[src/rtl/sum_seq_ctrl.sv]
// -----------------------------------------------------------------------------
// sum_seq_ctrl
//   Sequences one shared W-bit adder over N chunks to perform a W*N-bit add
//   with carry chaining. Upstream uses a start/busy/done handshake. Operands
//   and carry-in are captured on the accepting edge. One chunk is added per
//   cycle, LSB chunk first.
//
// Ports
//   clk       in   1     clock, rising edge
//   rst       in   1     synchronous reset, active-high
//   start     in   1     request, accepted only in IDLE
//   op_a      in   W*N   operand A
//   op_b      in   W*N   operand B
//   c_in      in   1     carry-in of the full add
//   busy      out  1     high while chunks are being added
//   done      out  1     one-cycle pulse, result valid
//   result    out  W*N   A + B + c_in mod 2^(W*N), held until next accept
//   c_out     out  1     unsigned carry out of the MSB chunk
//   overflow  out  1     signed overflow of the full add
//   add_a     out  W     adder operand a (chunk k of A)
//   add_b     out  W     adder operand b (chunk k of B)
//   add_cin   out  1     adder carry-in
//   add_res   in   W     adder sum (combinational from add_a/add_b/add_cin)
//   add_cout  in   1     adder carry out
// -----------------------------------------------------------------------------
module sum_seq_ctrl #(
   parameter int W = 3,
   parameter int N = 4
) (
   input  logic           clk,
   input  logic           rst,
   input  logic           start,
   input  logic [W*N-1:0] op_a,
   input  logic [W*N-1:0] op_b,
   input  logic           c_in,
   output logic           busy,
   output logic           done,
   output logic [W*N-1:0] result,
   output logic           c_out,
   output logic           overflow,
   output logic [W-1:0]   add_a,
   output logic [W-1:0]   add_b,
   output logic           add_cin,
   input  logic [W-1:0]   add_res,
   input  logic           add_cout
);

   localparam int OPW = W * N;
   localparam int KW  = (N > 1) ? $clog2(N) : 1;
   localparam logic [KW-1:0] K_LAST = KW'(N - 1);

   typedef enum logic [1:0] {
      S_IDLE = 2'd0,
      S_RUN  = 2'd1,
      S_DONE = 2'd2
   } state_t;

   state_t           state_q;
   logic [KW-1:0]    k_q;
   logic [OPW-1:0]   a_q;
   logic [OPW-1:0]   b_q;
   logic             cin_q;
   logic             carry_q;
   logic [OPW-1:0]   result_q;
   logic [OPW-1:0]   result_d;
   logic             cout_q;
   logic             ovf_q;
   logic             ovf_d;
   logic             busy_q;
   logic             done_q;

   // Adder drive: only the active chunk is presented while running; the
   // adder sees zeros otherwise so it never toggles on stale operands.
   always_comb begin
      add_a   = '0;
      add_b   = '0;
      add_cin = 1'b0;
      if (state_q == S_RUN) begin
         add_a   = a_q[k_q*W +: W];
         add_b   = b_q[k_q*W +: W];
         add_cin = (k_q == '0) ? cin_q : carry_q;
      end
   end

   // Next result with the current chunk's sum merged in, and the signed
   // overflow seen when the MSB chunk is summed (same-sign inputs whose
   // sum has the opposite sign).
   always_comb begin
      result_d                = result_q;
      result_d[k_q*W +: W]    = add_res;
      ovf_d = (a_q[OPW-1] == b_q[OPW-1]) && (add_res[W-1] != a_q[OPW-1]);
   end

   always_ff @(posedge clk) begin
      if (rst) begin
         state_q  <= S_IDLE;
         k_q      <= '0;
         carry_q  <= 1'b0;
         result_q <= '0;
         cout_q   <= 1'b0;
         ovf_q    <= 1'b0;
         busy_q   <= 1'b0;
         done_q   <= 1'b0;
      end else begin
         case (state_q)
            S_IDLE: begin
               done_q <= 1'b0;
               if (start) begin
                  a_q      <= op_a;
                  b_q      <= op_b;
                  cin_q    <= c_in;
                  k_q      <= '0;
                  result_q <= '0;
                  busy_q   <= 1'b1;
                  state_q  <= S_RUN;
               end
            end
            S_RUN: begin
               result_q <= result_d;
               carry_q  <= add_cout;
               k_q      <= k_q + 1'b1;
               if (k_q == K_LAST) begin
                  cout_q  <= add_cout;
                  ovf_q   <= ovf_d;
                  busy_q  <= 1'b0;
                  done_q  <= 1'b1;
                  state_q <= S_DONE;
               end
            end
            S_DONE: begin
               // start is deliberately not examined here: requests are
               // never queued, so one arriving now is dropped.
               done_q  <= 1'b0;
               state_q <= S_IDLE;
            end
            default: begin
               busy_q  <= 1'b0;
               done_q  <= 1'b0;
               state_q <= S_IDLE;
            end
         endcase
      end
   end

   assign busy     = busy_q;
   assign done     = done_q;
   assign result   = result_q;
   assign c_out    = cout_q;
   assign overflow = ovf_q;

endmodule

[config.mk]
export PLATFORM = sky130hd
export DESIGN_NAME = sum_seq_ctrl
export DESIGN_NICKNAME = d
export VERILOG_FILES = /design/src/rtl/sum_seq_ctrl.sv
export SDC_FILE = /design/constraint.sdc
export NUM_CORES = 1
export LEC_CHECK = 0
export ABC_AREA = 1
export BUFFER_PORTS_ARGS = -buffer_cell sky130_fd_sc_hd__buf_4
export CAP_MARGIN = 20
export CORE_UTILIZATION = 51
export DETAILED_ROUTE_END_ITERATION = 8
export HOLD_SLACK_MARGIN = 0.05
export PLACE_DENSITY = 0.78
export SLEW_MARGIN = 30
export SYNTH_ARGS = -nofsm -noshare
export SYNTH_HDL_FRONTEND = slang
export SYNTH_SLANG_ARGS = --single-unit
[constraint.sdc]
create_clock -name clk -period 2.9 [get_ports clk]
set_input_delay 0.29 -clock clk [delete_from_list [all_inputs] [get_ports clk]]
set_output_delay 0.29 -clock clk [all_outputs]
set_load 0.05 [all_outputs]
Word level (Yosys, flattened, before mapping). Cells that the tools add are included.

$add $sub $neg: 2. Multipliers: 1. Equal/unequal tests: 7. Shift-type cells: 4. Muxes and demuxes: 15. Bitwise gates (word level): 3. Reduce and logical (&&, ||, !) cells: 10.

Operators with widths (number): $neg 4->34 (1); $shift 3x34->12 const A (1); $shiftx 3x34->12 (1); $pmux 12 s2 (1); $shiftx 12x5->3 (2); $bwmux 12 (1); $mux 12 (1); $pmux 2 s2 (2); $mux 2 (3); $mux 3 (2); $reduce_and 2->1 (3); $reduce_and 3->1 (2); $eq 2x2->1 const B (2); $logic_not 2->1 (2); $mul 2x2->4 const B (1); $mux 1 (4); $not 1->1 (3); $pmux 1 s3 (1); $add 2x1->2 const B (1); $eq 2x1->1 const B (1); $ne 2x1->1 const B (1); $ne 2x2->1 const B (1); $reduce_bool 2->1 (1); $reduce_or 2->1 (1); 3 further kinds (3).

Register bits after elaboration: 46. Input bits: 32. Output and inout port bits: 23. Logic and storage cells: 53.

Longest topological paths before layout.
Word-level depth: 5. Mapped depth: 9.

Worst setup path after synthesis. Ideal clock, no wire load.

Path type: register to output. From: reg k_q[0]. To: out add_cin. Arrival time: 1.802 ns. Data required time: 2.610 ns. Path slack: 0.808 ns. Cell stages (with the launch flop): 7. Path through: dfxtp_1 inv_1 buf_2 ha_1 inv_1 nand2_1 a21oi_1.

Word-level cells in the longest chain between the ends: 3.

RTL lines: from (decl) (line 59) `logic [KW-1:0] k_q;`; from (signal assigned) (line 121) `k_q <= k_q + 1'b1;`; $logic_not 2->1 (line 81) `add_cin = (k_q == '0) ? cin_q : carry_q;`; $mux 1 (line 81); $mux 1 (line 78) `if (state_q == S_RUN) begin`; to (decl) (line 43) `output logic add_cin,`.

Every way passes these cells.

Final worst setup path. Ends and elaborated chain as after synthesis.

==> results by group <==
Detailed routing
  • Initial drt markers: 111
  • Avg WL per Cell: 11.7 um
  • Met3 WL: 210 um
  • 1st-pass router iterations: 4
  • Metal2 WL: 1910 um
  • Post-DRT Antenna Nets: 0
  • M1 wire length: 1720 um
  • Vias per cell: 4.87
  • DRC viols: 0
  • Top layer in use: met4
  • Via count: 1642
  • Post-Route WL: 3950 um

Setup path
  • Crit end category: primary output
  • Reg2reg path depth: 8
  • Crit path DAT: 2020 ps
  • R2R setup slack: 1070 ps
  • Reg2reg start: k_q[0]$_SDFFE_PP0P_
  • Setup Crit Path Kind: reg -> out
  • Critical-path maximum fanout: 23
  • Data required, critical path: 2610 ps
  • Reg2Reg Capture Point: result[2]$_SDFFE_PP0P_
  • CP Launch Type: flip-flop

Floorplanning
  • DIE AREA: 0.00420 mm^2
  • Die width: 64.8 um
  • Die H: 64.8 um
  • I/O pin count: 55
  • Initial Util: 54.2%
  • # rows: 22
  • Core Region: 0.00372 mm^2

Timing
  • Final Cycle Share: 79.5%
  • Min Tclk post-route: 2310 ps
  • Fin Clk Skew: 4.31 ps
  • TNS Setup: 0 ps
  • Slew margin rel.: 70.8%
  • Worst Max-Slew Pin Slew: 438 ps
  • Final Max Slew Viols: 0
  • Final Hold Vio Count: 0
  • Setup violators final: 0
  • Max Fclk: 434 MHz
  • RSZ-0062 raised after global routing: false

Clock network
  • Reg clk slew, reported paths: 80 ps
  • CTS buffer count: 5
  • Clk root buf: clkbuf_8
  • Hold bufs inserted after CTS: 0
  • CTS tree: done
  • H-tree lvl count: 2
  • Post-CTS Setup Bufs: 0
  • Post_cts resized: 0
  • Clock sinks: 46
  • CTS max path bufs: 2
  • Clk_lat worst skew: 290 ps

Synthesis
  • Top cells by area, synth: edfxtp_1, dfxtp_1, nor2_1, nand2_1, o21ai_0
  • Synth cell types: 19
  • Synthesized area per cell: 8.72 um^2
  • Number of synthesized register bits: 46
  • Syn_nets: 268
  • Netlist Area Pre-Place: 0.00201 mm^2
  • Cell count after synthesis: 231
  • Proportion of synthesized chip area in sequential cells: 58.2%
  • Post-synth top area cell: edfxtp_1
  • Post-synth top area share: 37.3%
  • Yosys warning count: 0

Min path
  • Worst Hold Endpoint: a_q[11]$_DFFE_PP_
  • Hold Crit Depth: 1
  • Hold Crit Start: op_a[11]
  • Hold WC Path Type: in -> reg

Placement
  • Area post-placement: 0.00247 mm^2
  • RePlAce Congestion: 0.833
  • Port Buffer Count: 54
  • Dpl hpwl: 2900 um

GRT
  • Vias in the first global route: 1587
  • Overall Global Routing Usage: 20.9%
  • Gr ovfl total: 0
  • Initial antenna violation count: 0
  • First-pass GRT wire length: 6580 um
  • Largest net degree at the start of global routing: 26

Finish
  • Nets@finish: 325
  • N_diodes: 0
  • Commonest non-fill, non-tap cell in the layout: nor2_1
  • Fraction of layout cells with a size suffix above 1: 24.6%
  • Final Instance Area: 0.00257 mm^2
  • Area delta synth->final: 27.9%
  • Most frequent cells in the layout: nor2_1, buf_4, nand2_1, edfxtp_1, dfxtp_1

Power and ir drop
  • Worst IR drop on VDD: 0.000309 V
  • Leak pwr: 1.13 nW
  • Pwr Density: 561 mW/mm^2

Outcome
  • Outcome: completed

Job
  • Max Cap Viol: 0
cells by family (layout without fill, tap and decap cells):
logic type      count (synthesis)  after routing  share of synthesized area, %
simple gates                  121            121                          25.0
fa+ha+maj                       5              5                          3.11
compound gates                 33             33                          8.58
buf+inv                        26             84                          5.10
flops                          46             46                          58.2
critical path, cell delays in order (launching register included):
cell	delay (ps)
dfxtp_1	310
buf_4	240
inv_1	260
ha_1	290
inv_1	150
nand2_1	70
a21oi_1	160
buf_4	220
worst max path at each step:
stage                   startpoint  endpoint  slack [ps]
3_5_place_dp   k_q[0]$_SDFFE_PP0P_   add_cin         930
4_1_cts        k_q[0]$_SDFFE_PP0P_   add_cin         600
6_report       k_q[0]$_SDFFE_PP0P_   add_cin         590
2_1_floorplan  k_q[0]$_SDFFE_PP0P_   add_cin         810
3_3_place_gp   k_q[0]$_SDFFE_PP0P_   add_cin        1000
5_1_grt        k_q[0]$_SDFFE_PP0P_   add_cin         430
flip-flops by register name, summed over array words and instances (netlist names):
register / cells
a_q: 12
b_q: 12
busy: 1
c_out: 1
carry_q: 1
cin_q: 1
done: 1
k_q: 2
overflow: 1
result: 12
state_q: 2
metal layers:
metal  vias up  global-route usage (%)
li1        858                       -
met4         0                    11.1
met2        58                    36.3
met1       713                    23.7
met5         -                       0
met3        13                    4.40
through the flow:
| stage | utilization, % | power, W | setup WS [ps] | hold WS (ps) | std cells |
|---|---|---|---|---|---|
| after floorplan | - | 0.000920 | 808 | 389 | 231 |
| after global placement | 66.4 | 0.00100 | 996 | 452 | 329 |
| after detailed placement | 66.4 | 0.00101 | 929 | 456 | 329 |
| after CTS | 69.3 | 0.00146 | 604 | 160 | 337 |
| after global routing | 69.3 | 0.00151 | 432 | 154 | 337 |
| final | 69.3 | 0.00145 | 595 | 169 | 337 |
cell usage after synthesis:
master / count
o21a_1: 1
inv_1: 19
nand3_2: 2
ha_1: 5
o21ai_0: 15
inv_2: 1
nor2_4: 2
buf_2: 4
clkbuf_1: 2
nand2_2: 3
a21oi_1: 14
nor2_1: 60
nand3_1: 11
nand2_1: 42
edfxtp_1: 25
o21ai_1: 1
o211ai_1: 2
dfxtp_1: 21
nor3_1: 1
final cells by class:
class / count / area, um^2
inverters: 20 / 75.1
clock buffers: 6 / 72.6
repair buffers: 56 / 420
flip-flops and latches: 46 / 1170
multi-input cells: 159 / 742
fillers: 303 / 1140
well taps: 48 / 60.1
clock inverters: 2 / 33.8
power by group:
group / internal, W / leakage (nW) / switching, W
clock: 0.000254 / 0.0528 / 0.000196
combinational: 0.0000896 / 0.670 / 0.000170
sequential: 0.000720 / 0.404 / 0.0000149
(Power assumes the default switching activity.)
